## config.mk

```make
export PLATFORM = sky130hd
export DESIGN_NAME = mem_copy_dma
export DESIGN_NICKNAME = d
export VERILOG_FILES = /design/src/rtl/mem_copy_dma.sv
export SDC_FILE = /design/constraint.sdc
export NUM_CORES = 1
export LEC_CHECK = 0
export ABC_AREA = 1
export CORE_ASPECT_RATIO = 0.8
export CORE_MARGIN = 2
export CORE_UTILIZATION = 47
export CTS_CLUSTER_SIZE = 24
export DETAILED_ROUTE_END_ITERATION = 6
export PLACE_DENSITY = 0.77
export SETUP_SLACK_MARGIN = 0.15
export SLEW_MARGIN = 5
export SYNTH_ARGS = -nofsm -noshare
export SYNTH_HDL_FRONTEND = slang
export SYNTH_SLANG_ARGS = --single-unit
```

## constraint.sdc

```tcl
create_clock -name clk -period 2 [get_ports clk]
set_input_delay 0.4 -clock clk [delete_from_list [all_inputs] [get_ports clk]]
set_output_delay 0.4 -clock clk [all_outputs]
set_load 0.02 [all_outputs]
```

## src/rtl/mem_copy_dma.sv

```systemverilog
// mem_copy_dma -- block-copy initiator for a single-ported word memory.
//
// Copies `len` consecutive words from `src_addr` to `dst_addr`. Each word
// takes one read cycle (RD) and then one write cycle (WR), because the port
// cannot read and write in the same cycle. The copy runs strictly in
// ascending address order. If the ranges overlap with dst > src, the data
// is replicated. Addresses wrap modulo 2^ADDR_W.
//
// Optional feature: define DMA_CHECKSUM_EN to add a `checksum` output. It is
// the running sum (mod 2^DATA_W) of every word read during the transfer.
//
// Ports:
//   clk, rst_n              clock and asynchronous active-low reset
//   start                   request; only sampled while idle
//   src_addr, dst_addr, len transfer descriptor, captured on an accepted start
//   abort                   stops the transfer after the current access
//   busy                    high from the accepted start until back in idle
//   done / aborted          one-cycle completion pulses
//   mem_addr, mem_re,
//   mem_we, mem_wrt_data    memory request side, all driven straight from flops
//   mem_rd_data             memory read data, captured at the end of RD
//   checksum                (DMA_CHECKSUM_EN only) running sum of words read
module mem_copy_dma #(
  parameter int ADDR_W = 12,
  parameter int DATA_W = 32,
  parameter int LEN_W  = 12
) (
  input  logic              clk,
  input  logic              rst_n,
  input  logic              start,
  input  logic [ADDR_W-1:0] src_addr,
  input  logic [ADDR_W-1:0] dst_addr,
  input  logic [LEN_W-1:0]  len,
  input  logic              abort,
  output logic              busy,
  output logic              done,
  output logic              aborted,
  output logic [ADDR_W-1:0] mem_addr,
  output logic              mem_re,
  output logic              mem_we,
  output logic [DATA_W-1:0] mem_wrt_data,
  input  logic [DATA_W-1:0] mem_rd_data
`ifdef DMA_CHECKSUM_EN
  ,
  output logic [DATA_W-1:0] checksum
`endif
);

  // One-hot states: each memory strobe is a bare state flop, so it cannot
  // glitch and it drops the instant reset is asserted.
  localparam logic [3:0] S_IDLE = 4'b0001;
  localparam logic [3:0] S_RD   = 4'b0010;
  localparam logic [3:0] S_WR   = 4'b0100;
  localparam logic [3:0] S_FIN  = 4'b1000;

  logic [3:0]        state, state_nxt;
  logic [ADDR_W-1:0] src_q, dst_q, addr_nxt;
  logic [LEN_W-1:0]  len_q, cnt, cnt_inc;
  logic [DATA_W-1:0] rbuf;
  logic              fin_abort;
  logic              accept, last;

  assign accept  = (state == S_IDLE) && start;
  assign cnt_inc = cnt + LEN_W'(1);
  assign last    = (cnt_inc == len_q);

  // State register.
  always_ff @(posedge clk or negedge rst_n) begin
    if (!rst_n) state <= S_IDLE;
    else        state <= state_nxt;
  end

  // Next-state logic.
  always_comb begin
    state_nxt = state;
    case (state)
      S_IDLE: if (start) state_nxt = (len == '0) ? S_FIN : S_RD;
      S_RD:   state_nxt = abort ? S_FIN : S_WR;
      S_WR:   state_nxt = (abort || last) ? S_FIN : S_RD;
      S_FIN:  state_nxt = S_IDLE;
      default: state_nxt = S_IDLE;
    endcase
  end

  // Output logic: this computes the address for the next cycle, so that
  // mem_addr is registered. The address is left unchanged on every path
  // that does not lead into RD or WR, so it holds its last value when idle.
  always_comb begin
    addr_nxt = mem_addr;
    case (state)
      S_IDLE: if (start && len != '0) addr_nxt = src_addr;
      S_RD:   if (!abort) addr_nxt = dst_q + ADDR_W'(cnt);
      S_WR:   if (!abort && !last) addr_nxt = src_q + ADDR_W'(cnt_inc);
      default: addr_nxt = mem_addr;
    endcase
  end

  // Datapath: descriptor, word counter, read buffer, abort flag.
  always_ff @(posedge clk or negedge rst_n) begin
    if (!rst_n) begin
      mem_addr  <= '0;
      src_q     <= '0;
      dst_q     <= '0;
      len_q     <= '0;
      cnt       <= '0;
      rbuf      <= '0;
      fin_abort <= 1'b0;
    end else begin
      mem_addr <= addr_nxt;
      if (accept) begin
        src_q     <= src_addr;
        dst_q     <= dst_addr;
        len_q     <= len;
        cnt       <= '0;
        fin_abort <= 1'b0;
      end
      if (state == S_RD) rbuf <= mem_rd_data;
      if (state == S_WR) cnt  <= cnt_inc;
      // Remember why FIN was entered, so it can raise the right pulse.
      if ((state == S_RD || state == S_WR) && abort) fin_abort <= 1'b1;
    end
  end

`ifdef DMA_CHECKSUM_EN
  always_ff @(posedge clk or negedge rst_n) begin
    if (!rst_n)              checksum <= '0;
    else if (accept)         checksum <= '0;
    else if (state == S_RD)  checksum <= checksum + mem_rd_data;
  end
`endif

  assign mem_re       = state[1];
  assign mem_we       = state[2];
  assign mem_wrt_data = rbuf;
  assign busy         = ~state[0];
  assign done         = state[3] & ~fin_abort;
  assign aborted      = state[3] &  fin_abort;

endmodule

```

# --- Word level (Yosys, flattened, before mapping) ---
# Cells that the tools add are included.
totals:
  word_cells: 50
  in_bits: 72
  register_bits: 97
  output_inout_bits: 49
op_classes:
  muxes: 13
  add_sub_neg: 3
  n_reduce_logical: 14
  n_bitwise: 4
  eq_ne: 8
op_table:
  columns: ["op", "count"]
  rows:
  - ["$mux 12", 5]
  - ["$pmux 12 s3", 1]
  - ["$add 12x12->12", 2]
  - ["$mux 4", 4]
  - ["$add 12x1->12 const B", 1]
  - ["$eq 12x12->1", 1]
  - ["$logic_not 12->1", 1]
  - ["$pmux 4 s3", 1]
  - ["$reduce_bool 12->1", 1]
  - ["$ne 2x2->1 const B", 3]
  - ["$eq 4x1->1 const B", 1]
  - ["$eq 4x2->1 const B", 1]
  - ["$eq 4x3->1 const B", 1]
  - ["$logic_and 1x1->1", 4]
  - ["$reduce_and 4->1", 1]
  - ["$reduce_bool 2->1", 2]
  - ["$reduce_bool 3->1", 1]
  - ["$and 1x1->1", 2]
  - ["$logic_not 1->1", 2]
  - ["$logic_or 1x1->1", 2]
  - ["$mux 1", 2]
  - ["$ne 2x1->1 const B", 1]
  - ["$not 1->1", 2]

# --- Depth between registers and ports, before layout ---
logic_depth:
  ltp_word: 6
  depth_mapped: 21

# --- Least setup slack after synthesis ---
# No wires, ideal clock.
synth_path:
  kind: "register to register"
  start: "reg cnt[0]"
  end: "reg mem_addr[11]"
  path_buffers: 0
  synth_period_minus_slack_ns: 2.239
  setup_slack_ns: -0.239
  arrival_ns: 2.121
  required_ns: 1.883
  path_stages_with_launch: 20
  cell_sequence: "dfrtp_1 -> ha_1 -> nand2_2 -> nor2_1 -> nand2_1 -> nand2_1 -> inv_1 -> ha_1 -> nand2_1 -> nand2_1 -> nand2_1 -> nand2_1 -> nand2_1 -> nand2_1 -> nor2_1 -> nand3_1 -> nand3_1 -> nand2_1 -> nand4_1 -> nand2_1"
synth_via:
  elab_chain_len: 6
  word_cells_on_any_way: 11
  cone_classes: "add/sub: 3; eq/ne: 2; mux: 3; reduce/logical: 3"
synth_rtl:
  columns: ["element", "line", "source"]
  rows:
  - ["from (decl)", "58", "logic [LEN_W-1:0] len_q, cnt, cnt_inc;"]
  - ["from (signal assigned)", "118", "if (state == S_WR) cnt <= cnt_inc;"]
  - ["branches (longest 6 deep; another with $add 12x1->12)", null, null]
  - ["to (signal assigned)", "109", "mem_addr <= addr_nxt;"]
  - ["to (decl)", "38", "output logic [ADDR_W-1:0] mem_addr,"]
# Several ways; the timed one is not identified. The select of a mux whose other input is x is not followed.
# A chain may end at the register's enable or synchronous reset.

# --- Final worst setup path ---
layout_path:
  start: "reg cnt[1]"
  end: "reg mem_addr[11]"
# Same word-level chain as after synthesis.

==> key figures <==
STA
  – Final setup skew: 0.0108 ns
  – Hold Vio Cnt, Final: 0
  – Measured slew at the worst slew-check pin: 0.450 ns
  – Minimum clock period: 2.39 ns
  – Setup_tns: -3.94 ns
  – Final-report setup violation count: 14
  – Slew margin rel.: 0.698
  – Number of slew-limit violations in the final report: 0
  – Fmax achieved: 0.418 GHz
  – Share of the clock period used by the worst path after layout: 1.20
  – Worst Hold Slack: 0.479 ns
  – RSZ-0062 raised after global routing: true
  – Slack of the critical path: -0.391 ns

Global routing
  – Global-route wire length before repair: 29,500 µm
  – Total track usage: 0.289
  – Remaining Overflow, GRT: 0
  – Maximum number of pins on one net before global-route repair: 41
  – Via count of the first global-routing pass: 5,841
  – Initial antenna violation count: 0

Pwr
  – Static leakage: 0.00442 µW
  – Switching power summed over all nets: 4490 µW
  – Combinational cell fraction of total power: 0.501
  – Internal Power: 6290 µW
  – Pwr Density: 1250 nW/µm²
  – Share of power burned in the clock network: 0.182
  – Switching share of power: 0.416
  – Proportion of power drawn by flip-flops and latches: 0.316
  – Worst IR drop on VDD: 889 µV

Yosys
  – FF+latch count, synth: 97
  – Main combinational cell family by area after synthesis: simple AND/OR/NAND/NOR gates
  – Post-Synth XOR/XNOR Area: 0.0116
  – Count of warnings emitted by yosys: 0
  – Number of enable-type register cells in the synthesized netlist: 0
  – Number of distinct library cells after synthesis: 35
  – Most frequently used flop master after synthesis: sky130_fd_sc_hd__dfrtp_1
  – Async set or reset register ratio after synthesis: 1.00
  – Post-synthesis cell area: 5710 µm²
  – Post-synthesis average cell area: 7.19 µm²
  – Synth top cells by count: sky130_fd_sc_hd__nand2_1 (338), sky130_fd_sc_hd__dfrtp_1 (96), sky130_fd_sc_hd__inv_1 (89)
  – Share of Yosys cell area claimed by the top area cell type: 0.421
  – Most frequent cell after synthesis: sky130_fd_sc_hd__nand2_1
  – Gate Count Post-Synth: 794
  – Net Count, Synth: 892
  – Synthesized-area fraction occupied by and/or/nand/nor cells: 0.353
  – Post-synthesis adder-cell area fraction: 0.0596
  – Top cells by area, synth: sky130_fd_sc_hd__dfrtp_1 (42%), sky130_fd_sc_hd__nand2_1 (22%), sky130_fd_sc_hd__inv_1 (5.9%), sky130_fd_sc_hd__ha_1 (5.3%), sky130_fd_sc_hd__nand3_1 (4.6%)
  – Leading area contributor after synthesis: sky130_fd_sc_hd__dfrtp_1
  – Synthesized-area fraction occupied by ao, oa, aoi and oai cells: 0.0714
  – Sequential area share after synthesis: 0.425
  – Mux share of post-synthesis cell area: 0

Die
  – Die ar.: 13,100 µm²
  – Cell row count: 35
  – Effective utilization at floorplan: 0.488
  – Std-Cell Core Area: 11,700 µm²
  – Die width: 127 µm
  – Number of top-level design ports: 121
  – Die Height: 103 µm

Placed design
  – Final GP Congestion: 0.946
  – Number of port buffers: 120
  – Post-placement cell area: 7800 µm²
  – Total half-perimeter wirelength after legalization and detailed placement: 13,400 µm
  – Setup slack at placement: -0.386 ns
  – Post-Place Cells: 1,121

Worst setup path
  – Critical path's slowest cell: sky130_fd_sc_hd__dfrtp_2
  – CP max FO: 6
  – Critical path required time: 2.24 ns
  – Worst path max stage delay: 0.41 ns
  – Crit path launch type: flop
  – Cell chain of the critical path: nand2_2 > nor2_4 > buf_6 > nand4_1 > nand2_4 > ha_4 > nand2_4 > a21oi_2 > nor2_2 > nand2_1 > nor2_2 > nand3_1 > nand3_2 > nand2_1 > nand4_1 > nand2_1
  – Dominant delay contributor by cell family on the critical path: simple AND/OR/NAND/NOR gates
  – Worst Path Arrival: 2.63 ns
  – Count of buffering cells on the critical path with inverters included: 1
  – Cell mode on critical path: sky130_fd_sc_hd__nand2_1
  – Crit end category: flop
  – Setup Crit Path Kind: flop to flop

Route
  – Post-route DRC violation count: 0
  – WL per Instance: 15.9 µm
  – Detailed router's first-iteration violation count: 443
  – Antenna Violating Nets Remaining: 0
  – Vias per Instance: 5.20
  – Pre-Repair DR Iteration Count: 5
  – Via count of the routed design: 6,023
  – Routed WL: 18,500 µm

Clock network
  – Clock net sink count: 97
  – H-Tree Depth: 3
  – TritonCTS Buffers: 9
  – Clk buf depth: 2
  – Root buffer cell: sky130_fd_sc_hd__clkbuf_16
  – Clk slew on worst S/H paths: 0.07 ns
  – Clock latency on the worst-skew pair: 0.35 ns
  – Clock tree from TritonCTS: built

Cells and area
  – Post-route insts no fill: 1,158
  – Antenna Cells: 0
  – Nets@finish: 1,103
  – Synth-to-layout area growth: 51.0%
  – Total non-filler cell area in the finished layout: 8620 µm²
  – Proportion of layout cells with a drive suffix above 1: 0.224

Min path
  – Worst hold-check path type: flop to flop

Status
  – Result of the run: finished with violations
  – Violations in the final reports: setup timing

Flow run
  – Count of max-cap constraint violations: 0
[final timing paths]
path / slack [ns] / cells after the start / from / to
min: 0.48 / 2 / mem_addr[1] / mem_addr[1]
min reg2reg: 0.48 / 2 / mem_addr[1] / mem_addr[1]
max in group asynchronous: 0.90 / 3 / rst_n / state[0]
max reg2reg: -0.39 / 16 / cnt[1] / mem_addr[11]
max: -0.39 / 16 / cnt[1] / mem_addr[11]
min in group asynchronous: 0.52 / 2 / rst_n / dst_q[11]
[power by group through the flow]
stage | Sequential [µW] | Clock, µW | Combinational (µW)
finish | 3410 | 1970 | 5410
global route | 3510 | 2070 | 5910
CTS | 3400 | 1990 | 5250
detailed placement | 3390 | 0 | 5000
global placement | 3400 | 0 | 4880
floorplan | 3840 | 0 | 2340
[timing repair]
item | in CTS | in global routing
resized for setup | 61 | 27
pin swaps | 41 | 30
hold endpoints to repair | 28 | 0
gates cloned | 1 | 0
setup buffers | 12 | 7
hold buffers | 1 | 0
setup endpoints to repair | 17 | 14
[sequential cells by signal, indices dropped and copies added (netlist names)]
signal / count
cnt: 12
dst_q: 12
fin_abort: 1
len_q: 12
mem_addr: 12
mem_wrt_data: 32
src_q: 12
state: 4
[routing by layer]
metal	global-route usage	share of wire
met5	0	0
met4	0.0955	0.025
met3	0.0618	0.076
met2	0.438	0.44
met1	0.415	0.46
[worst register-to-register path, stage by stage (launching register included)]
cell and delay (ns):
sky130_fd_sc_hd__dfrtp_2 0.41, sky130_fd_sc_hd__nand2_2 0.08, sky130_fd_sc_hd__nor2_4 0.23, sky130_fd_sc_hd__buf_6 0.15, sky130_fd_sc_hd__nand4_1 0.20, sky130_fd_sc_hd__nand2_4 0.17, sky130_fd_sc_hd__ha_4 0.23, sky130_fd_sc_hd__nand2_4 0.09
sky130_fd_sc_hd__a21oi_2 0.04, sky130_fd_sc_hd__nor2_2 0.13, sky130_fd_sc_hd__nand2_1 0.08, sky130_fd_sc_hd__nor2_2 0.10, sky130_fd_sc_hd__nand3_1 0.09, sky130_fd_sc_hd__nand3_2 0.08, sky130_fd_sc_hd__nand2_1 0.05, sky130_fd_sc_hd__nand4_1 0.07
sky130_fd_sc_hd__nand2_1 0.06
[per-stage QoR]
step            util  power [µW]
2_1_floorplan      -        6180
3_3_place_gp   0.667        8280
3_5_place_dp   0.667        8380
4_1_cts        0.725       10600
5_1_grt        0.737       11500
6_report       0.737       10800
[cell families (layout without fill, tap and decap cells)]
family                   after synthesis  count (layout)
buffers and inverters                116             331
AO/OA/AOI/OAI                         72              72
XOR/XNOR                               6               6
flip-flops                            97              97
AND/OR/NAND/NOR                      477             478
adder cells (fa/ha/maj)               26              26
[cell usage in the layout (no fill, tap or decap), types with 10 or more instances in the layout]
cell and instances:
sky130_fd_sc_hd__nand3_1 43, sky130_fd_sc_hd__dfrtp_1 93, sky130_fd_sc_hd__clkdlybuf4s50_1 116, sky130_fd_sc_hd__nand4_1 23, sky130_fd_sc_hd__nand2_1 309, sky130_fd_sc_hd__nand3_2 12, sky130_fd_sc_hd__nor2_1 28, sky130_fd_sc_hd__nor2_4 13
sky130_fd_sc_hd__inv_2 12, sky130_fd_sc_hd__buf_4 89, sky130_fd_sc_hd__o21ai_0 30, sky130_fd_sc_hd__nand2_2 25, sky130_fd_sc_hd__inv_1 82, sky130_fd_sc_hd__ha_4 10, sky130_fd_sc_hd__ha_1 14
[layout make-up]
type	count	area (µm²)
clock inverter	7	109
clock buffer	9	225
inverter	94	353
multi-input combinational	582	3290
sequential	97	2430
timing repair buffer	221	2030
tap	148	185
fill	887	3070
No activity file was read; power rests on OpenSTA's default activity.
